--- src/rtl/fetch_ctrl_if.sv ---
// rtl/fetch_ctrl_if.sv - Memory-request and decoder-handshake bundle for fetch_ctrl
interface fetch_ctrl_if;
  logic        mem_req;
  logic [31:0] mem_addr;
  logic        mem_valid;
  logic [31:0] mem_data;
  logic        dec_valid;
  logic [31:0] dec_inst;
  logic [31:0] dec_pc;
  logic        dec_ready;
  logic        pred_taken;

  modport master (
    output mem_req, mem_addr, dec_valid, dec_inst, dec_pc, pred_taken,
    input  mem_valid, mem_data, dec_ready
  );

  modport slave (
    input  mem_req, mem_addr, dec_valid, dec_inst, dec_pc, pred_taken,
    output mem_valid, mem_data, dec_ready
  );
endinterface

--- src/rtl/fetch_ctrl.sv ---
// rtl/fetch_ctrl.sv - Instruction fetch controller: one-in-flight word fetch into an in-order queue.
// Optional FETCH_JAL_PREDICT_EN: follow JAL targets at fetch time and tag the entry as predicted-taken.
module fetch_ctrl #(
  parameter int          IQ_DEPTH_LOG = 2,
  parameter logic [31:0] RESET_PC     = 32'h0
) (
  input  logic         clk,
  input  logic         reset,
  input  logic         rdy_in,
  input  logic         clear,
  input  logic [31:0]  clear_pc,
  fetch_ctrl_if.master bus
);
  localparam int                    DEPTH = 1 << IQ_DEPTH_LOG;
  localparam logic [IQ_DEPTH_LOG:0] FULL  = (IQ_DEPTH_LOG + 1)'(DEPTH);

  typedef enum logic [1:0] {IDLE, WAIT, DROP} state_t;

  state_t                  state, state_nxt;
  logic [31:0]             fetch_pc, fetch_pc_nxt;
  logic [31:0]             mem_addr_q, mem_addr_nxt;
  logic                    mem_req_q, mem_req_nxt;
  logic [IQ_DEPTH_LOG:0]   count, count_nxt;
  logic [IQ_DEPTH_LOG-1:0] head, head_nxt, tail, tail_nxt;
  logic                    push, pop;
  logic [31:0]             next_pc;

  logic [31:0] inst_q [DEPTH];
  logic [31:0] pc_q   [DEPTH];

`ifdef FETCH_JAL_PREDICT_EN
  logic        is_jal;
  logic [31:0] jal_off;
  logic        pred_q [DEPTH];

  assign is_jal  = (bus.mem_data[6:0] == 7'b1101111);
  assign jal_off = {{11{bus.mem_data[31]}}, bus.mem_data[31], bus.mem_data[19:12],
                    bus.mem_data[20], bus.mem_data[30:21], 1'b0};
  assign next_pc = is_jal ? fetch_pc + jal_off : fetch_pc + 32'd4;

  always_ff @(posedge clk) begin
    if (push) pred_q[tail] <= is_jal;
  end

  // Gated by occupancy so the unreset pred storage never leaks out while empty.
  assign bus.pred_taken = (count != '0) && pred_q[head];
`else
  assign next_pc        = fetch_pc + 32'd4;
  assign bus.pred_taken = 1'b0;
`endif

  always_ff @(posedge clk or negedge reset) begin
    if (!reset) begin
      state      <= IDLE;
      fetch_pc   <= RESET_PC;
      mem_addr_q <= RESET_PC;
      mem_req_q  <= 1'b0;
      count      <= '0;
      head       <= '0;
      tail       <= '0;
    end else begin
      state      <= state_nxt;
      fetch_pc   <= fetch_pc_nxt;
      mem_addr_q <= mem_addr_nxt;
      mem_req_q  <= mem_req_nxt;
      count      <= count_nxt;
      head       <= head_nxt;
      tail       <= tail_nxt;
    end
  end

  always_ff @(posedge clk) begin
    if (push) begin
      inst_q[tail] <= bus.mem_data;
      pc_q[tail]   <= fetch_pc;
    end
  end

  always_comb begin
    state_nxt    = state;
    fetch_pc_nxt = fetch_pc;
    mem_addr_nxt = mem_addr_q;
    mem_req_nxt  = mem_req_q;
    count_nxt    = count;
    head_nxt     = head;
    tail_nxt     = tail;
    push         = 1'b0;
    pop          = 1'b0;

    if (rdy_in) begin
      mem_req_nxt = 1'b0;
      if (clear) begin
        count_nxt    = '0;
        head_nxt     = '0;
        tail_nxt     = '0;
        fetch_pc_nxt = clear_pc;
        // A response landing in the clear cycle is the one being dropped, so nothing stays pending.
        case (state)
          WAIT, DROP: state_nxt = bus.mem_valid ? IDLE : DROP;
          default:    state_nxt = IDLE;
        endcase
      end else begin
        pop = bus.dec_valid && bus.dec_ready;
        case (state)
          IDLE: begin
            if (count < FULL) begin
              mem_req_nxt  = 1'b1;
              mem_addr_nxt = fetch_pc;
              state_nxt    = WAIT;
            end
          end
          WAIT: begin
            if (bus.mem_valid) begin
              push         = 1'b1;
              fetch_pc_nxt = next_pc;
              state_nxt    = IDLE;
            end
          end
          DROP: begin
            if (bus.mem_valid) state_nxt = IDLE;
          end
          default: state_nxt = IDLE;
        endcase
        if (pop)  head_nxt = head + IQ_DEPTH_LOG'(1);
        if (push) tail_nxt = tail + IQ_DEPTH_LOG'(1);
        count_nxt = count + (IQ_DEPTH_LOG + 1)'(push) - (IQ_DEPTH_LOG + 1)'(pop);
      end
    end
  end

  // The request register survives a pause so a pulse blocked by rdy_in is still seen afterwards.
  assign bus.mem_req   = mem_req_q && rdy_in;
  assign bus.mem_addr  = mem_addr_q;
  assign bus.dec_valid = (count != '0);
  assign bus.dec_inst  = inst_q[head];
  assign bus.dec_pc    = pc_q[head];
endmodule

--- src/flat_wrapper.sv ---
// flat-port wrapper written by rule: the top's interface ports become plain ports
module fetch_ctrl_flat 
#(
  parameter int          IQ_DEPTH_LOG = 2,
  parameter logic [31:0] RESET_PC     = 32'h0
)
  (clk, reset, rdy_in, clear, clear_pc, bus_mem_req, bus_mem_addr, bus_dec_valid, bus_dec_inst, bus_dec_pc, bus_pred_taken, bus_mem_valid, bus_mem_data, bus_dec_ready);
  fetch_ctrl_if bus_i ();
  input  logic clk;
  input  logic reset;
  input  logic rdy_in;
  input  logic clear;
  input  logic [31:0] clear_pc;
  output wire logic [$bits(bus_i.mem_req)-1:0] bus_mem_req;
  output wire logic [$bits(bus_i.mem_addr)-1:0] bus_mem_addr;
  output wire logic [$bits(bus_i.dec_valid)-1:0] bus_dec_valid;
  output wire logic [$bits(bus_i.dec_inst)-1:0] bus_dec_inst;
  output wire logic [$bits(bus_i.dec_pc)-1:0] bus_dec_pc;
  output wire logic [$bits(bus_i.pred_taken)-1:0] bus_pred_taken;
  input wire logic [$bits(bus_i.mem_valid)-1:0] bus_mem_valid;
  input wire logic [$bits(bus_i.mem_data)-1:0] bus_mem_data;
  input wire logic [$bits(bus_i.dec_ready)-1:0] bus_dec_ready;
  assign bus_mem_req = bus_i.mem_req;
  assign bus_mem_addr = bus_i.mem_addr;
  assign bus_dec_valid = bus_i.dec_valid;
  assign bus_dec_inst = bus_i.dec_inst;
  assign bus_dec_pc = bus_i.dec_pc;
  assign bus_pred_taken = bus_i.pred_taken;
  assign bus_i.mem_valid = bus_mem_valid;
  assign bus_i.mem_data = bus_mem_data;
  assign bus_i.dec_ready = bus_dec_ready;
  fetch_ctrl #(.IQ_DEPTH_LOG(IQ_DEPTH_LOG), .RESET_PC(RESET_PC)) u_core (.clk(clk), .reset(reset), .rdy_in(rdy_in), .clear(clear), .clear_pc(clear_pc), .bus(bus_i));
endmodule
--- config.mk ---
export PLATFORM = sky130hd
export DESIGN_NAME = fetch_ctrl_flat
export DESIGN_NICKNAME = d
export VERILOG_FILES = /design/src/rtl/fetch_ctrl_if.sv /design/src/rtl/fetch_ctrl.sv /design/src/flat_wrapper.sv
export SDC_FILE = /design/constraint.sdc
export NUM_CORES = 1
export LEC_CHECK = 0
export BUFFER_PORTS_ARGS = -buffer_cell sky130_fd_sc_hd__buf_2
export CAP_MARGIN = 20
export CORE_MARGIN = 1.5
export CORE_UTILIZATION = 55
export CTS_CLUSTER_DIAMETER = 30
export CTS_CLUSTER_SIZE = 28
export DETAILED_ROUTE_END_ITERATION = 8
export PLACE_DENSITY = 0.85
export SLEW_MARGIN = 30
export SYNTH_ARGS = -nofsm -noshare
export SYNTH_HDL_FRONTEND = slang
export SYNTH_SLANG_ARGS = --single-unit
--- constraint.sdc ---
create_clock -name clk -period 5.5 [get_ports clk]
set_clock_uncertainty 0.2 [all_clocks]
set_input_delay 0.55 -clock clk [delete_from_list [all_inputs] [get_ports clk]]
set_output_delay 0.55 -clock clk [all_outputs]
set_load 0.02 [all_outputs]
---- After elaboration in Yosys (flattened, before gate mapping) ----
Memories as Yosys holds them, arrays and structs flattened.
Index checks and enable logic that the tools add are counted.
cells by class
  bitwise operators ....................... 1
  reduce and logical (&&, ||, !) cells .... 14
  muxes and demuxes ....................... 25
  equality and inequality tests ........... 4
  $add $sub $neg .......................... 5
  $lt $le $gt $ge ......................... 1
operators with widths
  operator                                                count
  two-way mux 32 bit                                      3
  adder 32 x 3 -> 32 bit (second input constant)          1
  two-way mux 2 bit                                       9
  two-way mux 1 bit                                       11
  nonzero test 2 bit                                      4
  AND reduction 3 bit                                     2
  adder 2 x 1 -> 2 bit (second input constant)            2
  case mux 2 bit (2 select lines)                         1
  AND reduction 2 bit                                     2
  AND reduction 4 bit                                     1
  adder 3 x 1 -> 3 bit                                    1
  less-than comparator 3 bit (second input constant)      1
  two-way mux 3 bit                                       1
  inequality test 3 x 1 -> 1 bit (second input constant)  1
  inequality test 3 x 2 -> 1 bit (second input constant)  1
  nonzero test 3 bit                                      1
  subtractor 3 x 1 -> 3 bit                               1
  equality test 2 x 1 -> 1 bit (second input constant)    1
  equality test 2 bit (second input constant)             1
  logical AND 1 bit                                       2
  zero test 2 bit                                         1
  OR reduction 2 bit                                      1
  NOT 1 bit                                               1
word-level totals
  output and inout port bits .............. 99
  word-level logic and storage cells ...... 59
  register bits ........................... 74
  memory bits (writable) .................. 256
  memories kept ........................... 2
  input port bits ......................... 70
memory list
  name           depth  width  rd ports  clocked after memory_dff  write ports  line              source
  u_core.inst_q  4      32     1         0                         1            fetch_ctrl.sv:28  logic [31:0] inst_q [DEPTH];
  u_core.pc_q    4      32     1         0                         1            fetch_ctrl.sv:29  logic [31:0] pc_q [DEPTH];

---- Longest topological paths before layout ----
  depth after elaboration ................. 8
  gate-level depth with buffers ........... 12
  depth with buffers taken out ............ 12

---- Least setup slack after synthesis ----
No wires, ideal clock.
  path type ............................... input to register
  from .................................... input port clear
  to ...................................... memory u_core.inst_q[0][0] (enable)
  setup time .............................. 0.429 ns
  path slack .............................. 2.125 ns
  cell stages on the path ................. 4
  buffers on the path ..................... 1
  required time ........................... 4.871 ns
  arrival time ............................ 2.747 ns
  cell sequence ........................... clkbuf_8 > nand2b_1 > nor2_1 > and2_1
on the way
  word-level cells in the longest chain between the ends .. 4
RTL lines
  item                                     line                source
  start: declaration                       flat_wrapper.sv:12  input logic clear;
  two-way mux 1 bit                        fetch_ctrl.sv:92    if (clear) begin
  two-way mux 1 bit                        fetch_ctrl.sv:90    if (rdy_in) begin
  two-way mux 1 bit                        fetch_ctrl.sv:73    if (push) begin
  two-way mux 1 bit (implied by the code)  fetch_ctrl.sv:74    inst_q[tail] <= bus.mem_data;
  end: declaration                         fetch_ctrl.sv:28
Every way passes these cells.

---- Worst setup path after layout ----
  from .................................... register u_core.head[0]
  to ...................................... output port bus_dec_pc[0]
on the way
  word-level cells in the longest chain between the ends .. 1
RTL lines
  item                      line                source
  start: declaration        fetch_ctrl.sv:24    logic [IQ_DEPTH_LOG-1:0] head, head_nxt, tail, tail_nxt;
  start signal: assignment  fetch_ctrl.sv:67    head <= head_nxt;
  memory (4 x 32 bit)       --
  end: declaration          flat_wrapper.sv:18  output wire logic [$bits(bus_i.dec_pc)-1:0] bus_dec_pc;
Every way passes these cells.

==> metrics.txt <==
stages on the worst setup path=3; final worst slack=2.18 ns; Critical Path RT=4.75 ns; Hold WC Path Type=input port to flip-flop; Initial Utilization=55.9%; Crit. End Element=output port; crit path launch=u_core.head[0]$_DFFE_PN0P_; Post-CTS Setup Inserts=0; Final TNS setup=0 ns; mapped cell area=13100 um2; Syn Nets=799; gr usage total=24.7%; Main synth FF type=edfxtp_1; count of pins over their slew limit=0; Final period util=60.3%; Final ANT Viol Nets=0; clock root cell=clkbuf_16; Critical Path AT=2.57 ns; first-pass GRT wire length=44800 um; IO Pins=169; P per Cell Area=499 nW/um2; Buf/Inv on CP=2; R2R Path Start=u_core.count[1]$_DFFE_PN0P_; vias in the first global route=7616; Final #Nets=987; via count=7536; Avg Cell Area, Syn=18.2 um2; I/O Buffers=167; dpl hpwl=16700 um; 1st-iter DRT viols=721; via/cell ratio=5.97; Worst IR Drop VDD=0.299 mV; MaxCap Viol Count=0; final hold vios=0; H-tree levels=2; yosys warns=0; cell family with most CP delay=flip-flops; initial antenna violation count=0; Max Buffers Root-to-Sink=3; crit-path max FO=27; post_cts resized=0; layout cells sized above 1=39.5%; dpl ws=2.18 ns; Reg2Reg Setup Slack=2.73 ns; final setup vio count=0; die height=157 um; CTS Hold Bufs=0; n_diodes=0; Slowest-stage cell, CP=dfrtp_4; WL per Instance=23.3 um; Die X=157 um; clock latency at the later pin of the worst-skew pair=0.53 ns; Post-synth EDFFs=256; drt drc=0; max frequency=302 MHz; routed wire length=29500 um; kind of critical path=flip-flop to output port; Clock transition at path regs=0.06 ns; Post-Syn Instances=719; gp weighted congestion=0.816; leading area contributor after synthesis=edfxtp_1; minimum clock period=3.32 ns; pin count of the biggest net entering global routing=75; Area contributors post-synth=edfxtp_1 (59%), dfrtp_1 (14%), mux4_2 (11%); Fillers=1496; GR Overflow Total=0; drt first pass iters=6; count of cell types in the netlist=61; core footprint=23500 um2; Post-synth ARST share=22.4%; share of the synthesized area in the top cell type=58.6%; Worst R2R Path Depth=12; Worst Tran Pin Value=0.962 ns; RSZ-0062 raised after global routing=no; CP Cell Sequence=buf_4 -> mux4_2 -> buf_2; Yosys reg bits=330; CTS buffer count=46; Pwr Total=8.00 mW; CTS tree=done; CP max stage delay=0.76 ns; CP endpoint=bus_dec_pc[0]; outcome=finished, final reports clean; Area Overhead vs Synth=22.1%; register area share after synthesis=72.7%; R2R Path End=u_core.count[2]$_DFFE_PN0P_; FP Rows=56; Max-slew headroom=35.8%; clock sinks=330; P_leak=5.84 nW; full die area=24800 um2; Worst setup SP type=flip-flop
[worst register-to-register path: cells and delay by family, from the launching register on]
| family | cells | cell delay (ns) |
|---|---|---|
| AO/OA/AOI/OAI | 2 | 0.18 |
| XOR/XNOR | 1 | 0.18 |
| adder cells (fa/ha/maj) | 3 | 0.77 |
| buffers and inverters | 3 | 0.19 |
| flip-flops | 1 | 0.44 |
| AND/OR/NAND/NOR | 3 | 0.68 |
[cell usage after synthesis, types with 3 or more instances]
| master | count |
|---|---|
| buf_2 | 11 |
| a21oi_1 | 31 |
| o22ai_1 | 5 |
| a31o_2 | 4 |
| mux2i_1 | 9 |
| nor3_1 | 5 |
| nand3_1 | 17 |
| mux4_2 | 64 |
| buf_1 | 8 |
| ha_1 | 9 |
| and3_1 | 7 |
| buf_6 | 3 |
| or4_1 | 3 |
| dfrtp_1 | 74 |
| clkbuf_1 | 11 |
| or3_1 | 4 |
| and2_1 | 5 |
| inv_1 | 12 |
| nor2_1 | 22 |
| edfxtp_1 | 256 |
| a22oi_1 | 6 |
| nand4_1 | 9 |
| nand2_1 | 34 |
| o21ai_0 | 25 |
| a2bb2oi_1 | 3 |
| mux2_2 | 32 |
[layout make-up]
type | count | area [um2] | area share [%]
multi-input cells | 340 | 3370 | 21.0
clock inverters | 28 | 385 | 2.41
well taps | 319 | 399 | 2.49
inverters | 14 | 52.6 | 0.328
clock buffers | 57 | 1290 | 8.03
flip-flops and latches | 330 | 9550 | 59.6
repair buffers | 175 | 982 | 6.13
[cell usage in the layout (no fill, tap or decap), drive strengths merged, types with 3 or more instances in the layout]
cell type,n
clkinvlp,4
nand2,35
a21oi,31
nand3,21
dfrtp,74
or3,4
o21ai,25
a31o,4
ha,9
or4,3
mux2i,9
o22ai,5
a22oi,6
clkbuf,57
mux2,32
and3,8
nand4,9
edfxtp,256
bufinv,7
inv,24
buf,174
a2bb2oi,3
clkinv,7
nor3,6
and2,6
nor2,22
nor4,3
mux4,64
[where the power goes]
group	internal [mW]	switching, mW	total [mW]	leakage, nW
Combinational	0.695	0.878	1.57	1.84
Sequential	2.96	0.335	3.29	3.19
Clock	2.02	1.11	3.13	0.806
Total	5.67	2.33	8.00	5.84
[sequential cells by signal, summed over array words and instances, names as in the netlist]
name	flops
u_core.inst_q	128
u_core.pc_q	128
u_core.bus.mem_addr	32
u_core.fetch_pc	32
u_core.count	3
u_core.head	2
u_core.state	2
u_core.tail	2
u_core.mem_req_q	1
[worst min path at each step]
| stage | start | end | slack [ns] | cells after the start |
|---|---|---|---|---|
| after global placement | u_core.mem_req_q$_DFFE_PN0P_ | u_core.mem_req_q$_DFFE_PN0P_ | 0.25 | 1 |
| final | clear_pc[1] | u_core.fetch_pc[1]$_DFFE_PN0P_ | 0.03 | 3 |
| after detailed placement | u_core.mem_req_q$_DFFE_PN0P_ | u_core.mem_req_q$_DFFE_PN0P_ | 0.26 | 1 |
| after floorplan | reset | u_core.bus.mem_addr[0]$_DFFE_PN0P_ | 0.05 | 0 |
| after global routing | bus_mem_data[3] | u_core.inst_q[1][3]$_DFFE_PP_ | 0.02 | 1 |
| after CTS | clear_pc[1] | u_core.fetch_pc[1]$_DFFE_PN0P_ | 0.008 | 3 |
[metal layers]
layer | global-route usage, % | share of wire (%) | up-vias | routed length (um)
li1 | - | - | 3281 | -
met3 | 4.52 | 7.9 | 56 | 2320
met1 | 33.6 | 39 | 3799 | 11500
met5 | 0 | 0 | - | 0
met4 | 6.87 | 2.2 | 0 | 643
met2 | 41.3 | 51 | 400 | 15000
[metrics by stage]
step	hold slack, ns	util (%)	instance area, um2	std cells
floorplan	0.0544	-	13100	719
finish	0.0254	68.2	16000	1263
CTS	0.00810	67.7	15900	1257
global route	0.0214	68.2	16000	1263
global placement	0.254	60.5	14200	1172
detailed placement	0.263	60.5	14200	1172
[cell families after synthesis]
family,Yosys count,share of synthesized area [%]
other,1,0.0286
flip-flops,330,72.7
buffers and inverters,49,1.78
adder cells (fa/ha/maj),10,1.01
multiplexers,105,14.4
AO/OA/AOI/OAI,99,4.78
AND/OR/NAND/NOR,124,5.22
XOR/XNOR,1,0.0668
Note: power is estimated with default switching activity, not from simulation.
